$ cat src/rtl/pipe_ctrl_pkg.sv
// Shared types for the pipeline sequencing controller: hold levels,
// controller states and the instruction address width.
package pipe_ctrl_pkg;

  localparam int unsigned INST_ADDR_W = 32;
  localparam int unsigned HOLD_FLAG_W = 3;

  typedef logic [INST_ADDR_W-1:0] inst_addr_t;

  // Hold levels consumed by the stage registers; higher value freezes more stages
  typedef enum logic [HOLD_FLAG_W-1:0] {
    HOLD_NONE = 3'd0,
    HOLD_PC   = 3'd1,
    HOLD_IF   = 3'd2,
    HOLD_ID   = 3'd3
  } hold_flag_e;

  typedef enum logic [1:0] {
    ST_IDLE,
    ST_PEND,
    ST_FLUSH
  } state_e;

  // Resolve the hold level from the two independent request classes
  function automatic hold_flag_e hold_level(input logic need_id, input logic need_pc);
    if (need_id)      return HOLD_ID;
    else if (need_pc) return HOLD_PC;
    else              return HOLD_NONE;
  endfunction

endpackage

$ cat src/rtl/pipe_ctrl_if.sv
// Request/response bundle between the core stages and pipe_ctrl.
interface pipe_ctrl_if #(
  parameter int unsigned CNT_W = 16
);
  import pipe_ctrl_pkg::*;

  logic                   jump_flag_i;
  inst_addr_t             jump_addr_i;
  logic                   hold_ex_i;
  logic                   hold_bus_i;
  logic                   hold_clint_i;
  logic                   int_assert_i;
  inst_addr_t             int_addr_i;
  logic                   cnt_clr_i;
  logic [HOLD_FLAG_W-1:0] hold_flag_o;
  logic                   jump_flag_o;
  inst_addr_t             jump_addr_o;
  logic [CNT_W-1:0]       stall_cnt_o;

  // Controller side
  modport slave (
    input  jump_flag_i, jump_addr_i, hold_ex_i, hold_bus_i, hold_clint_i,
           int_assert_i, int_addr_i, cnt_clr_i,
    output hold_flag_o, jump_flag_o, jump_addr_o, stall_cnt_o
  );

  // Requester side (core stages / bench)
  modport master (
    output jump_flag_i, jump_addr_i, hold_ex_i, hold_bus_i, hold_clint_i,
           int_assert_i, int_addr_i, cnt_clr_i,
    input  hold_flag_o, jump_flag_o, jump_addr_o, stall_cnt_o
  );

endinterface

$ cat src/rtl/pipe_ctrl_sat_counter.sv
// Saturating up-counter with synchronous clear, reusable for perf counters.
module sat_counter #(
  parameter int unsigned W = 16
) (
  input  logic         clk,
  input  logic         rst,
  input  logic         inc,
  input  logic         clr,
  output logic [W-1:0] count
);

  // Clear wins over increment; the count sticks at all-ones
  always_ff @(posedge clk or posedge rst) begin
    if (rst)                       count <= '0;
    else if (clr)                  count <= '0;
    else if (inc && (count != '1)) count <= count + 1'b1;
  end

endmodule

$ cat src/rtl/pipe_ctrl.sv
// Pipeline sequencing controller: merges stall and redirect requests into a
// single hold level and PC redirect, defers jumps across bus stalls and
// counts stalled cycles.
module pipe_ctrl
  import pipe_ctrl_pkg::*;
#(
  parameter int unsigned FLUSH_CYCLES = 2,
  parameter int unsigned CNT_W        = 16
) (
  input  logic        clk,
  input  logic        rst,
  pipe_ctrl_if.slave  bus
);

  localparam logic [2:0] FLUSH_LOAD = 3'(FLUSH_CYCLES - 1);

  state_e     r_state;
  logic [2:0] r_flush_cnt;
  inst_addr_t r_pend_addr;

  logic       w_redirect;
  inst_addr_t w_redir_addr;
  logic       w_pend_take;
  hold_flag_e w_hold;

  // Redirect source selection: interrupt, then ex jump, then release of a pended jump
  always_comb begin
    w_redirect   = 1'b0;
    w_redir_addr = '0;
    w_pend_take  = 1'b0;
    if (bus.int_assert_i) begin
      w_redirect   = 1'b1;
      w_redir_addr = bus.int_addr_i;
    end else if (bus.jump_flag_i && (r_state != ST_PEND)) begin
      if ((r_state == ST_IDLE) && bus.hold_bus_i) begin
        w_pend_take = 1'b1;
      end else begin
        w_redirect   = 1'b1;
        w_redir_addr = bus.jump_addr_i;
      end
    end else if ((r_state == ST_PEND) && !bus.hold_bus_i) begin
      w_redirect   = 1'b1;
      w_redir_addr = r_pend_addr;
    end
  end

  // Hold level: flush/ex/clint/redirect freeze up to ID, bus stall or pending jump freeze PC
  always_comb begin
    w_hold = hold_level(bus.hold_ex_i || bus.hold_clint_i || w_redirect || (r_state == ST_FLUSH),
                        bus.hold_bus_i || (r_state == ST_PEND));
  end

  assign bus.hold_flag_o = w_hold;
  assign bus.jump_flag_o = w_redirect;
  assign bus.jump_addr_o = w_redir_addr;

  // Sequencing FSM with pend register and flush countdown; any redirect restarts the flush
  always_ff @(posedge clk or posedge rst) begin
    if (rst) begin
      r_state     <= ST_IDLE;
      r_flush_cnt <= '0;
      r_pend_addr <= '0;
    end else if (w_redirect) begin
      r_state     <= ST_FLUSH;
      r_flush_cnt <= FLUSH_LOAD;
      r_pend_addr <= '0;
    end else begin
      case (r_state)
        ST_IDLE: begin
          if (w_pend_take) begin
            r_state     <= ST_PEND;
            r_pend_addr <= bus.jump_addr_i;
          end
        end
        ST_PEND: begin
          r_state <= ST_PEND;
        end
        ST_FLUSH: begin
          if (r_flush_cnt == '0) r_state     <= ST_IDLE;
          else                   r_flush_cnt <= r_flush_cnt - 1'b1;
        end
        default: begin
          r_state <= ST_IDLE;
        end
      endcase
    end
  end

  sat_counter #(
    .W (CNT_W)
  ) u_stall_cnt (
    .clk   (clk),
    .rst   (rst),
    .inc   (w_hold != HOLD_NONE),
    .clr   (bus.cnt_clr_i),
    .count (bus.stall_cnt_o)
  );

endmodule

$ cat src/flat_wrapper.sv
// flat-port wrapper written by rule: the top's interface ports become plain ports
module pipe_ctrl_flat import pipe_ctrl_pkg::*;
#(
  parameter int unsigned FLUSH_CYCLES = 2,
  parameter int unsigned CNT_W        = 16
)
  (clk, rst, bus_jump_flag_i, bus_jump_addr_i, bus_hold_ex_i, bus_hold_bus_i, bus_hold_clint_i, bus_int_assert_i, bus_int_addr_i, bus_cnt_clr_i, bus_hold_flag_o, bus_jump_flag_o, bus_jump_addr_o, bus_stall_cnt_o);
  pipe_ctrl_if #(.CNT_W(CNT_W)) bus_i ();
  input  logic clk;
  input  logic rst;
  input wire logic [$bits(bus_i.jump_flag_i)-1:0] bus_jump_flag_i;
  input wire logic [$bits(bus_i.jump_addr_i)-1:0] bus_jump_addr_i;
  input wire logic [$bits(bus_i.hold_ex_i)-1:0] bus_hold_ex_i;
  input wire logic [$bits(bus_i.hold_bus_i)-1:0] bus_hold_bus_i;
  input wire logic [$bits(bus_i.hold_clint_i)-1:0] bus_hold_clint_i;
  input wire logic [$bits(bus_i.int_assert_i)-1:0] bus_int_assert_i;
  input wire logic [$bits(bus_i.int_addr_i)-1:0] bus_int_addr_i;
  input wire logic [$bits(bus_i.cnt_clr_i)-1:0] bus_cnt_clr_i;
  output wire logic [$bits(bus_i.hold_flag_o)-1:0] bus_hold_flag_o;
  output wire logic [$bits(bus_i.jump_flag_o)-1:0] bus_jump_flag_o;
  output wire logic [$bits(bus_i.jump_addr_o)-1:0] bus_jump_addr_o;
  output wire logic [$bits(bus_i.stall_cnt_o)-1:0] bus_stall_cnt_o;
  assign bus_i.jump_flag_i = bus_jump_flag_i;
  assign bus_i.jump_addr_i = bus_jump_addr_i;
  assign bus_i.hold_ex_i = bus_hold_ex_i;
  assign bus_i.hold_bus_i = bus_hold_bus_i;
  assign bus_i.hold_clint_i = bus_hold_clint_i;
  assign bus_i.int_assert_i = bus_int_assert_i;
  assign bus_i.int_addr_i = bus_int_addr_i;
  assign bus_i.cnt_clr_i = bus_cnt_clr_i;
  assign bus_hold_flag_o = bus_i.hold_flag_o;
  assign bus_jump_flag_o = bus_i.jump_flag_o;
  assign bus_jump_addr_o = bus_i.jump_addr_o;
  assign bus_stall_cnt_o = bus_i.stall_cnt_o;
  pipe_ctrl #(.FLUSH_CYCLES(FLUSH_CYCLES), .CNT_W(CNT_W)) u_core (.clk(clk), .rst(rst), .bus(bus_i));
endmodule
$ cat config.mk
export PLATFORM = sky130hd
export DESIGN_NAME = pipe_ctrl_flat
export DESIGN_NICKNAME = d
export VERILOG_FILES = /design/src/rtl/pipe_ctrl_pkg.sv /design/src/rtl/pipe_ctrl_if.sv /design/src/rtl/pipe_ctrl_sat_counter.sv /design/src/rtl/pipe_ctrl.sv /design/src/flat_wrapper.sv
export SDC_FILE = /design/constraint.sdc
export NUM_CORES = 1
export LEC_CHECK = 0
export ABC_AREA = 1
export BUFFER_PORTS_ARGS = -buffer_cell sky130_fd_sc_hd__buf_2
export CAP_MARGIN = 20
export CELL_PAD_IN_SITES_DETAIL_PLACEMENT = 1
export CELL_PAD_IN_SITES_GLOBAL_PLACEMENT = 1
export CORE_AREA = 2 2 105 107
export DETAILED_ROUTE_END_ITERATION = 16
export DIE_AREA = 0 0 107 109
export PLACE_DENSITY = 0.85
export SETUP_SLACK_MARGIN = 0.05
export SYNTH_ARGS = -nofsm -noshare
export SYNTH_HDL_FRONTEND = slang
export SYNTH_HIERARCHICAL = 1
export SYNTH_SLANG_ARGS = --single-unit
$ cat constraint.sdc
create_clock -name clk -period 2.3 [get_ports clk]
set_input_delay 0.46 -clock clk [delete_from_list [all_inputs] [get_ports clk]]
set_output_delay 0.46 -clock clk [all_outputs]
set_load 0.1 [all_outputs]
==> results.md, run 1 <==
* Hold WC Path Type: primary input to asynchronous set/reset pin
* Worst skew pair latency at just over 0.3 ns
* Final Max Slew Viols at 0
* CP bufs+invs at 5
* Reg clk slew, reported paths at ~0.11 ns
* Final layout net count at about 760
* R2R depth at 7
* Max Clock Skew at roughly 0.011 ns
* #FFs+latches synth at 53
* Worst Path Required at approximately 1.8 ns
* EDFF count, synth at 0
* Max FO, Critical Path at 8
* DR pass1 iterations at 4
* Most common flop cell mapped by yosys: dfrtp_1
* Largest family of logic cells by synthesized area: simple AND/OR/NAND/NOR gates
* Fmax at about 430 MHz
* Hold Violations, Final at 0
* Share of cells above drive strength 1 at between 30 and 40%
* H-tree depth at 2
* P_leak at 0.00280 uW
* Die area at 0.0117 mm^2
* Final ANT Viol Nets at 0
* Synth warn at 6
* Clk root buf: clkbuf_8
* Distinct cells, synth at 30
* Crit. End Element: primary output
* CTS buffer count at 5
* Syn avg cell area at approximately 6.5 um^2
* Mux share of post-synthesis cell area at 0%
* Gpl congestion at roughly 0.84
* Fillers at 1282
* Synth Area in Adders at 1.03%
* Detailed placement HPWL at approximately 10000 um
* GRT Resource Usage Total at 23.9%
* Critical path class: register to primary output
* Vias in the first global route at 4527
* Post-synthesis async set-or-reset flop share at 100%
* Clock Sink Count at 53
* Die height at 109 um
* Final setup fails at 24
* Post-Route WL at about 16000 um
* Slew at the pin closest to its max-slew limit at between 0.8 and 0.9 ns
* Final non-filler cell total at roughly 830
* Finished layout cell area at 0.00603 mm^2
* Vias/cell at 5.31
* Arr. time, crit path at between 1.5 and 2 ns
* Simple-Gate Fraction of Synth Area at roughly 44%
* Io pins at between 100 and 150
* Largest net degree at the start of global routing at 59
* Slowest-stage cell, CP: dfrtp_1
* Syn_nets at between 600 and 700
* Post-route setup TNS at -0.539 ns
* Unrepaired setup endpoints after global routing: true
* Period minus WS final at approximately 2.4 ns
* Synthesized area at between 0.003 and 0.004 mm^2
* Worst setup margin at -0.0518 ns
* Drt initial violations at around 220
* Wirelength per Cell at 19.2 um
* MaxCap Viol Count at 0
* DP Area at roughly 0.0053 mm^2
* Critical path launch point type: register
* Core Area at 0.0106 mm^2
* IO buf count at around 120
* Row cnt at 38
* CP Depth at 8
* Result of the run: finished, violations left
* Final worst-path cycle share at 102%
* Antenna violations before repair at 2
* Post-synthesis cell count at roughly 560
* DP Cell Count at 800
* Area Growth Syn to Fin at 66.1%
* Compound-Gate Fraction of Synth Area at just under 6%
* Hold_ws at about 0.24 ns
* XOR/XNOR share of the synthesized area at less than 1%
* Clock Tree Buf Depth at 2
* CP Cell Sequence: inv_2 > buf_6 > a21oi_4 > buf_12 > clkbuf_16 > nand3_4 > a21oi_4 > buf_12
* Overall Power at 2770 uW
* Starting Density at between 30% and 40%
* Post-CTS Hold Fix Bufs at 0
* Gr ovfl total at 0
* Slew margin rel. at 45.2%
* CTS tree: built
* Family with the most delay on the worst path: buffers and inverters
* DIE WIDTH at between 100 and 150 um
* CP max stage delay at about 0.41 ns
* Failing checks: setup timing
* Register area share after synthesis at 36.5%
* Worst VDD drop at between 200 and 300 uV
* Power Dens Cells at around 460 mW/mm^2
* DRC at 0
* First-pass GRT wire length at 22200 um
* Routed vias at about 4400
==> worst paths after layout <==
kind	startpoint	slack (ns)	end
setup / recovery	u_core/r_state[1]$_DFFE_PP0P_	-0.05	bus_jump_addr_o[4]
hold / removal	rst	0.24	u_core/u_stall_cnt/count[4]$_DFFE_PP0P_
setup reg to reg	u_core/r_state[1]$_DFFE_PP0P_	0.07	u_core/r_pend_addr[0]$_DFFE_PP0P_
hold reg to reg	u_core/r_pend_addr[28]$_DFFE_PP0P_	0.52	u_core/r_pend_addr[28]$_DFFE_PP0P_
max in group asynchronous	rst	1.59	u_core/u_stall_cnt/count[1]$_DFFE_PP0P_
min in group clk	bus_jump_addr_i[2]	0.41	u_core/r_pend_addr[2]$_DFFE_PP0P_
==> logic make-up (layout without fill, tap and decap cells) <==
logic type / count (synthesis) / after routing
adders and majority gates: 3 / 3
AOI/OAI and AO/OA: 39 / 39
buffers and inverters: 100 / 223
DFF: 53 / 53
other: 1 / 3
and+or+nand+nor: 362 / 362
xor gates and xnor gates: 3 / 3
==> final cells by class <==
| type | count | area (um^2) | share of cell area [%] |
|---|---|---|---|
| sequential | 53 | 1330 | 22.1 |
| clock inverter | 1 | 30.0 | 0.498 |
| antenna | 2 | 5.00 | 0.0830 |
| tap | 140 | 175 | 2.90 |
| timing repair buffer | 149 | 1520 | 25.1 |
| inverter | 66 | 254 | 4.21 |
| multi-input combinational | 408 | 2640 | 43.7 |
| clock buffer | 7 | 86.3 | 1.43 |
==> cell usage in the layout, fill, tap and decap left out, types with 2 or more instances in the layout <==
master | netlist | routed
nand4_1 | 14 | 14
buf_6 | 1 | 3
clkbuf_16 | 0 | 5
buf_8 | 0 | 2
nand2_4 | 1 | 3
a21oi_1 | 34 | 2
nand3_2 | 1 | 17
nor3_1 | 2 | 2
dfrtp_2 | 0 | 3
inv_1 | 62 | 59
diode_2 | 0 | 2
nand3b_1 | 3 | 3
xor2_1 | 2 | 2
nor2_4 | 5 | 6
clkbuf_8 | 0 | 6
nand2_1 | 106 | 102
nand3_4 | 0 | 18
nor2_2 | 1 | 18
buf_2 | 17 | 87
buf_4 | 4 | 12
nand3_1 | 112 | 78
a21oi_4 | 1 | 33
dfrtp_1 | 53 | 50
buf_12 | 0 | 40
inv_2 | 3 | 4
nor2_1 | 115 | 97
nand2_2 | 2 | 3
ha_1 | 3 | 3
==> registers in the layout (all words and copies together) (netlist names) <==
register and count:
u_core/r_pend_addr 32, u_core/r_state 2, u_core/u_stall_cnt/count 16, u_core/r_flush_cnt 3
==> per-layer routing <==
layer,wire length (um),up-vias,track usage [%]
met5,0,-,0
met4,564,0,8.53
met3,659,41,3.59
met2,8300,138,45.8
met1,6350,2173,26.8
li1,-,2036,-
==> report_power, final <==
group	internal, uW	total [uW]	switching, uW
sequential	944	955	11.8
combinational	379	1130	748
clock	356	686	330
==> synthesized netlist by cell type, types with 2 or more instances <==
cell type | instances | area share, %
a21oi_1 | 34 | 4.7
buf_2 | 17 | 2.3
buf_4 | 4 | 0.83
clkbuf_1 | 11 | 1.1
dfrtp_1 | 53 | 37
ha_1 | 3 | 1.0
inv_1 | 62 | 6.4
inv_2 | 3 | 0.31
nand2_1 | 106 | 11
nand2_2 | 2 | 0.34
nand3_1 | 112 | 15
nand3b_1 | 3 | 0.62
nand4_1 | 14 | 2.4
nor2_1 | 115 | 12
nor2_4 | 5 | 1.6
nor3_1 | 2 | 0.28
xor2_1 | 2 | 0.48
==> stage by stage <==
stage	worst slack, ns	util (%)
after floorplan	0.0571	-
after global placement	0.262	49.7
after detailed placement	0.198	49.7
after CTS	0.00745	51.5
after global routing	-0.0879	56.9
final	-0.0518	56.9
==> repair_timing <==
item / CTS / global route
setup buffers: 2 / 7
pin swaps: 1 / 37
gates resized for setup: 18 / 70
endpoints found under the setup margin: 32 / 35
cloned: 0 / 7
(Power assumes the default switching activity.)
==> run 2: changes to the inputs <==
--- a/config.mk
+++ b/config.mk
@@ -14,6 +14,7 @@
 export DETAILED_ROUTE_END_ITERATION = 16
 export DIE_AREA = 0 0 107 109
 export PLACE_DENSITY = 0.85
+export RECOVER_POWER = 25
 export SETUP_SLACK_MARGIN = 0.05
 export SYNTH_ARGS = -nofsm -noshare
 export SYNTH_HDL_FRONTEND = slang
==> run 2 against run 1 <==
Against the previous run: the run still ends with setup timing left; highest routed layer unchanged; combinational power hardly changed; global-route usage stayed put; routed wire length hardly changed; die area stayed put; register-to-register slack better by 0.02 ns.
==> results.md, run 2 (same netlist as run 1, synthesis figures left out) <==
* Fillers at approximately 1300
* Largest register FFs at 32
* Final setup fails at 20
* CTS buffer count at 5
* Worst setup margin at -0.0388 ns
* H-tree depth at 2
* CP bufs+invs at 5
* Clock Tree Buf Depth at 2
* Die height at about 110 um
* MaxCap Viol Count at 0
* Final layout net count at between 700 and 800
* Gr ovfl total at 0
* Max FO, Critical Path at 8
* Slew margin rel. at between 30% and 40%
* Clk root buf: clkbuf_8
* Most flop-heavy register: u_core/r_pend_addr
* Antenna violations before repair at 2
* Failing checks: setup timing
* Period minus WS final at around 2.3 ns
* Post-CTS Hold Fix Bufs at 0
* R2R Setup Slk at 0.09 ns
* Area Growth Syn to Fin at 66.0%
* Result of the run: finished, violations left
* Final worst-path cycle share at 102%
* P_leak at between 0.002 and 0.003 uW
* Final ANT Viol Nets at 0
* Reg clk slew, reported paths at between 0.1 and 0.15 ns
* Largest net degree at the start of global routing at between 50 and 60
* Starting Density at about 34%
* Vias in the first global route at ~4500
* CP Cell Sequence: inv_2 > buf_6 > a21oi_4 > buf_12 > clkbuf_16 > nand3_4 > a21oi_4 > buf_12
* Clock Sink Count at 53
* Finished layout cell area at 0.00603 mm^2
* Family with the most delay on the worst path: buffers and inverters
* Crit. End Element: primary output
* Wirelength per Cell at 19.2 um
* Multi-input gate area at ~0.0026 mm^2
* DR pass1 iterations at 4
* Final Max Slew Viols at 0
* Drt initial violations at 226
* Critical path launch point type: register
* Row cnt at 38
* Share of cells above drive strength 1 at about two fifths
* Max Clock Skew at roughly 0.011 ns
* Overall Power at 2770 uW
* R2R depth at 7
* CTS tree: built
* Hold_ws at roughly 0.22 ns
* Slew at the pin closest to its max-slew limit at approximately 1 ns
* GRT Resource Usage Total at about a quarter
* Commonest non-fill, non-tap cell in the layout: nand2_1
* CP max stage delay at roughly 0.4 ns
* Die area at approximately 0.012 mm^2
* Worst r2r dst: u_core/r_pend_addr[0]$_DFFE_PP0P_
* Worst r2r src: u_core/r_state[1]$_DFFE_PP0P_
* First-pass GRT wire length at ~22000 um
* DRC at 0
* IO buf count at between 100 and 150
* Sequential cell area at between 0.001 and 0.0015 mm^2
* Power Dens Cells at roughly 460 mW/mm^2
* Gpl congestion at around 0.84
* Detailed placement HPWL at around 10000 um
* Arr. time, crit path at 1.88 ns
* Vias/cell at roughly 5.3
* Routed vias at between 4000 and 5000
* Io pins at about 120
* Unrepaired setup endpoints after global routing: true
* DIE WIDTH at ~110 um
* Commonest non-fill, non-tap cells in the layout: 102 x nand2_1, 97 x nor2_1, 86 x buf_2
* Slowest-stage cell, CP: dfrtp_1
* Post-Route WL at roughly 16000 um
* Fmax at 428 MHz
* Worst Path Required at between 1.5 and 2 ns
* Core Area at approximately 0.011 mm^2
* Hold Violations, Final at 0
* Worst skew pair latency at roughly 0.31 ns
* Critical path class: register to primary output
* Biggest registers after layout: u_core/r_pend_addr (32), u_core/u_stall_cnt/count (16), u_core/r_flush_cnt (3)
* DP Area at between 0.005 and 0.006 mm^2
* Worst VDD drop at around 280 uV
* Hold WC Path Type: primary input to asynchronous set/reset pin
* Post-route setup TNS at -0.288 ns
run 2: cell types whose count changed in the layout (fill, tap and decap cells not counted), sizes merged:
cell    previous run  this run
buf              144       142
clkbuf            12        14
run 2: area by class of cell:
type,instances,area share [%]
Multi-Input combinational cell,408,43.7
Timing Repair Buffer,149,25.1
Sequential cell,53,22.1
Inverter,66,4.21
Tap cell,140,2.91
Clock buffer,7,1.43
Clock inverter,1,0.498
Antenna cell,2,0.0830
run 2: worst max path at each step:
stage,startpoint,to,slack (ns),cells after the start
global placement,bus_hold_bus_i,bus_jump_addr_o[17],0.26,7
CTS,u_core/r_state[1]$_DFFE_PP0P_,bus_jump_addr_o[0],0.007,7
finish,u_core/r_state[1]$_DFFE_PP0P_,bus_jump_addr_o[4],-0.04,8
floorplan,bus_int_assert_i,u_core/u_stall_cnt/count[11]$_DFFE_PP0P_,0.06,13
detailed placement,bus_hold_bus_i,bus_jump_addr_o[0],0.20,7
global route,u_core/r_state[1]$_DFFE_PP0P_,bus_jump_addr_o[4],-0.09,8
run 2: worst reg2reg max path, stage by stage (launching register included):
cell	delay (ns)
dfrtp_1	0.42
inv_2	0.08
buf_6	0.12
nand3_2	0.18
clkbuf_16	0.30
nor2_4	0.68
nand3_1	0.23
nand2_1	0.13
run 2: power breakdown:
group          total, uW  switching [uW]  internal [uW]  leakage [uW]
clock                684             328            356     0.0000585
sequential           955            11.8            944      0.000724
combinational       1130             748            378       0.00201
run 2: stage by stage:
step	utilization, %	setup WS, ns	cells
final	56.8	-0.0388	826
after CTS	51.5	0.00745	810
after floorplan	-	0.0571	561
after global placement	49.7	0.262	800
after detailed placement	49.7	0.198	800
after global routing	56.8	-0.0879	825
run 2: metal layers:
metal	GRT usage, %	share of wire, %	up-vias
met5	0	0	-
met4	8.53	3.4	0
met3	3.59	4.0	39
met2	45.8	53	135
met1	26.8	40	2190
li1	-	-	2036
run 2: repair_timing:
action,in CTS,in global routing
endpoints found under the setup margin,32,35
gates resized for setup,18,70
pin swaps,1,37
buffers inserted,2,7
gates cloned,0,7
endpoints found under the hold margin,0,0
==> run 3: changes to the inputs <==
--- a/config.mk
+++ b/config.mk
@@ -11,6 +11,7 @@
 export CELL_PAD_IN_SITES_DETAIL_PLACEMENT = 1
 export CELL_PAD_IN_SITES_GLOBAL_PLACEMENT = 1
 export CORE_AREA = 2 2 105 107
+export CTS_BUF_LIST = sky130_fd_sc_hd__clkbuf_4 sky130_fd_sc_hd__clkbuf_8
 export DETAILED_ROUTE_END_ITERATION = 16
 export DIE_AREA = 0 0 107 109
 export PLACE_DENSITY = 0.85
==> run 3 against run 2 <==
Against the previous run: the flow still finishes with violations (setup timing); worst hold slack is essentially flat; non-clock buffer count is the same; register-to-register slack is essentially flat; worst setup slack is essentially flat; clock-buffer cell count is the same; highest routed layer unchanged.
==> results.md, run 3 (same netlist as run 1, synthesis figures left out) <==
* Die area at around 0.012 mm^2
* R2R depth at 7
* Top routing layer used: met4
* Max Clock Skew at between 0.01 and 0.015 ns
* Arr. time, crit path at about 1.9 ns
* Biggest registers after layout: u_core/r_pend_addr (32), u_core/u_stall_cnt/count (16), u_core/r_flush_cnt (3)
* Critical path launch point type: register
* MaxCap Viol Count at 0
* Worst r2r dst: u_core/r_pend_addr[0]$_DFFE_PP0P_
* Worst r2r src: u_core/r_state[1]$_DFFE_PP0P_
* DR pass1 iterations at 4
* Drt initial violations at around 230
* Final setup fails at 20
* Largest net degree at the start of global routing at 59
* Sequential power share at around 34%
* Switch share at 39.2%
* Hold Violations, Final at 0
* Overall Power at 2780 uW
* Routed vias at approximately 4400
* Commonest non-fill, non-tap cell in the layout: nand2_1
* Switching power at 1090 uW
* Io pins at between 100 and 150
* CTS tree: built
* Largest register FFs at 32
* Clk pwr share at roughly a quarter
* Util after Layout at 56.9%
* Clk root buf: clkbuf_8
* Hold WC Path Type: primary input to asynchronous set/reset pin
* Slew at the pin closest to its max-slew limit at roughly 0.98 ns
* Worst Path Required at around 1.8 ns
* Fmax at 428 MHz
* P_leak at roughly 0.0028 uW
* Detailed placement HPWL at 9990 um
* Post-route setup TNS at -0.288 ns
* Antenna violations before repair at 2
* Clock Tree Buf Depth at 2
* Post-Route WL at approximately 16000 um
* Result of the run: finished, violations left
* Vias/cell at about 5.3
* IO buf count at between 100 and 150
* Unrepaired setup endpoints after global routing: true
* GRT Resource Usage Total at between 20% and 30%
* Final Max Slew Viols at 0
* Finished layout cell area at around 0.0060 mm^2
* Met3 WL at 643 um
* R2R Setup Slk at roughly 0.09 ns
* Worst setup margin at -0.0388 ns
* Clock Sink Count at 53
* Gr ovfl total at 0
* First-pass GRT wire length at roughly 22000 um
* Crit. End Element: primary output
* Die height at around 110 um
* Critical path class: register to primary output
* Slew margin rel. at 35.0%
* Final ANT Viol Nets at 0
* DIE WIDTH at 107 um
* Period minus WS final at 2.34 ns
* Gpl congestion at around 0.84
* Final layout net count at 758
* Failing checks: setup timing
* Final worst-path cycle share at 102%
* Met2 WL post-DR at approximately 8400 um
* DRC at 0
* Post-CTS Hold Fix Bufs at 0
* Metal-1 WL at between 6000 and 7000 um
* Area Growth Syn to Fin at 66.1%
* Worst VDD drop at around 280 uV
* Wirelength per Cell at 19.2 um
* CTS buffer count at 5
* Reg clk slew, reported paths at roughly 0.11 ns
* Row cnt at 38
* Starting Density at 34.2%
* Pint at 1690 uW
* DP Area at approximately 0.0053 mm^2
* Max FO, Critical Path at 8
* Power Dens Cells at 461 mW/mm^2
* Most flop-heavy register: u_core/r_pend_addr
* Share of cells above drive strength 1 at between 30% and 40%
* Post-place setup slack at 0.198 ns
* Core Area at approximately 0.011 mm^2
* H-tree depth at 2
* Commonest non-fill, non-tap cells in the layout: 102 x nand2_1, 97 x nor2_1, 86 x buf_2
* Vias in the first global route at ~4500
* Share of power burned in combinational logic at between 40 and 50%
* Worst skew pair latency at 0.31 ns
-- run 3: changes by cell type in the layout (fill, tap and decap cells not counted) --
| cell | before | now |
|---|---|---|
| clkbuf_4 | 0 | 1 |
| clkbuf_1 | 2 | 1 |
-- run 3: layout make-up --
type	count	area [um^2]
tap	140	175
antenna	2	5.00
multi-input combinational	408	2640
clock buffer	7	90.1
fill	1283	4570
clock inverter	1	30.0
inverter	66	254
timing repair buffer	149	1510
sequential	53	1330
-- run 3: critical path, cell delays in order, from the launching register on --
cell and delay, ns:
dfrtp_1 0.40, inv_2 0.06, buf_6 0.13, a21oi_4 0.16
buf_12 0.16, clkbuf_16 0.20, nand3_4 0.09, a21oi_4 0.16
buf_12 0.19
-- run 3: worst max-delay path by stage --
| stage | cells past startpoint | end | start | slack [ns] |
|---|---|---|---|---|
| 2_1_floorplan | 13 | u_core/u_stall_cnt/count[11]$_DFFE_PP0P_ | bus_int_assert_i | 0.06 |
| 3_3_place_gp | 7 | bus_jump_addr_o[17] | bus_hold_bus_i | 0.26 |
| 3_5_place_dp | 7 | bus_jump_addr_o[0] | bus_hold_bus_i | 0.20 |
| 4_1_cts | 7 | bus_jump_addr_o[0] | u_core/r_state[1]$_DFFE_PP0P_ | 0.007 |
| 5_1_grt | 8 | bus_jump_addr_o[4] | u_core/r_state[1]$_DFFE_PP0P_ | -0.09 |
| 6_report | 8 | bus_jump_addr_o[4] | u_core/r_state[1]$_DFFE_PP0P_ | -0.04 |
-- run 3: routing by layer --
metal,vias to the layer above,global-route usage [%]
met1,2189,26.8
met5,-,0
met2,135,45.8
met4,0,8.53
li1,2036,-
met3,39,3.59
-- run 3: stage by stage --
step | hold slack (ns) | std cells
after CTS | 0.260 | 810
after global routing | 0.284 | 825
after global placement | 0.485 | 800
after floorplan | 0.374 | 561
final | 0.222 | 826
after detailed placement | 0.495 | 800
-- run 3: power groups by stage --
stage	Clock, uW	Sequential, uW	Combinational (uW)
after floorplan	0	1000	630
after global placement	0	972	1010
after detailed placement	0	973	1030
after CTS	710	955	1040
after global routing	741	957	1170
final	696	955	1130
-- run 3: timing repair --
action	4_1_cts	5_1_grt
resized for setup	18	70
pin swaps	1	37
endpoints found under the setup margin	32	35
buffers inserted	2	7
gates cloned	0	7
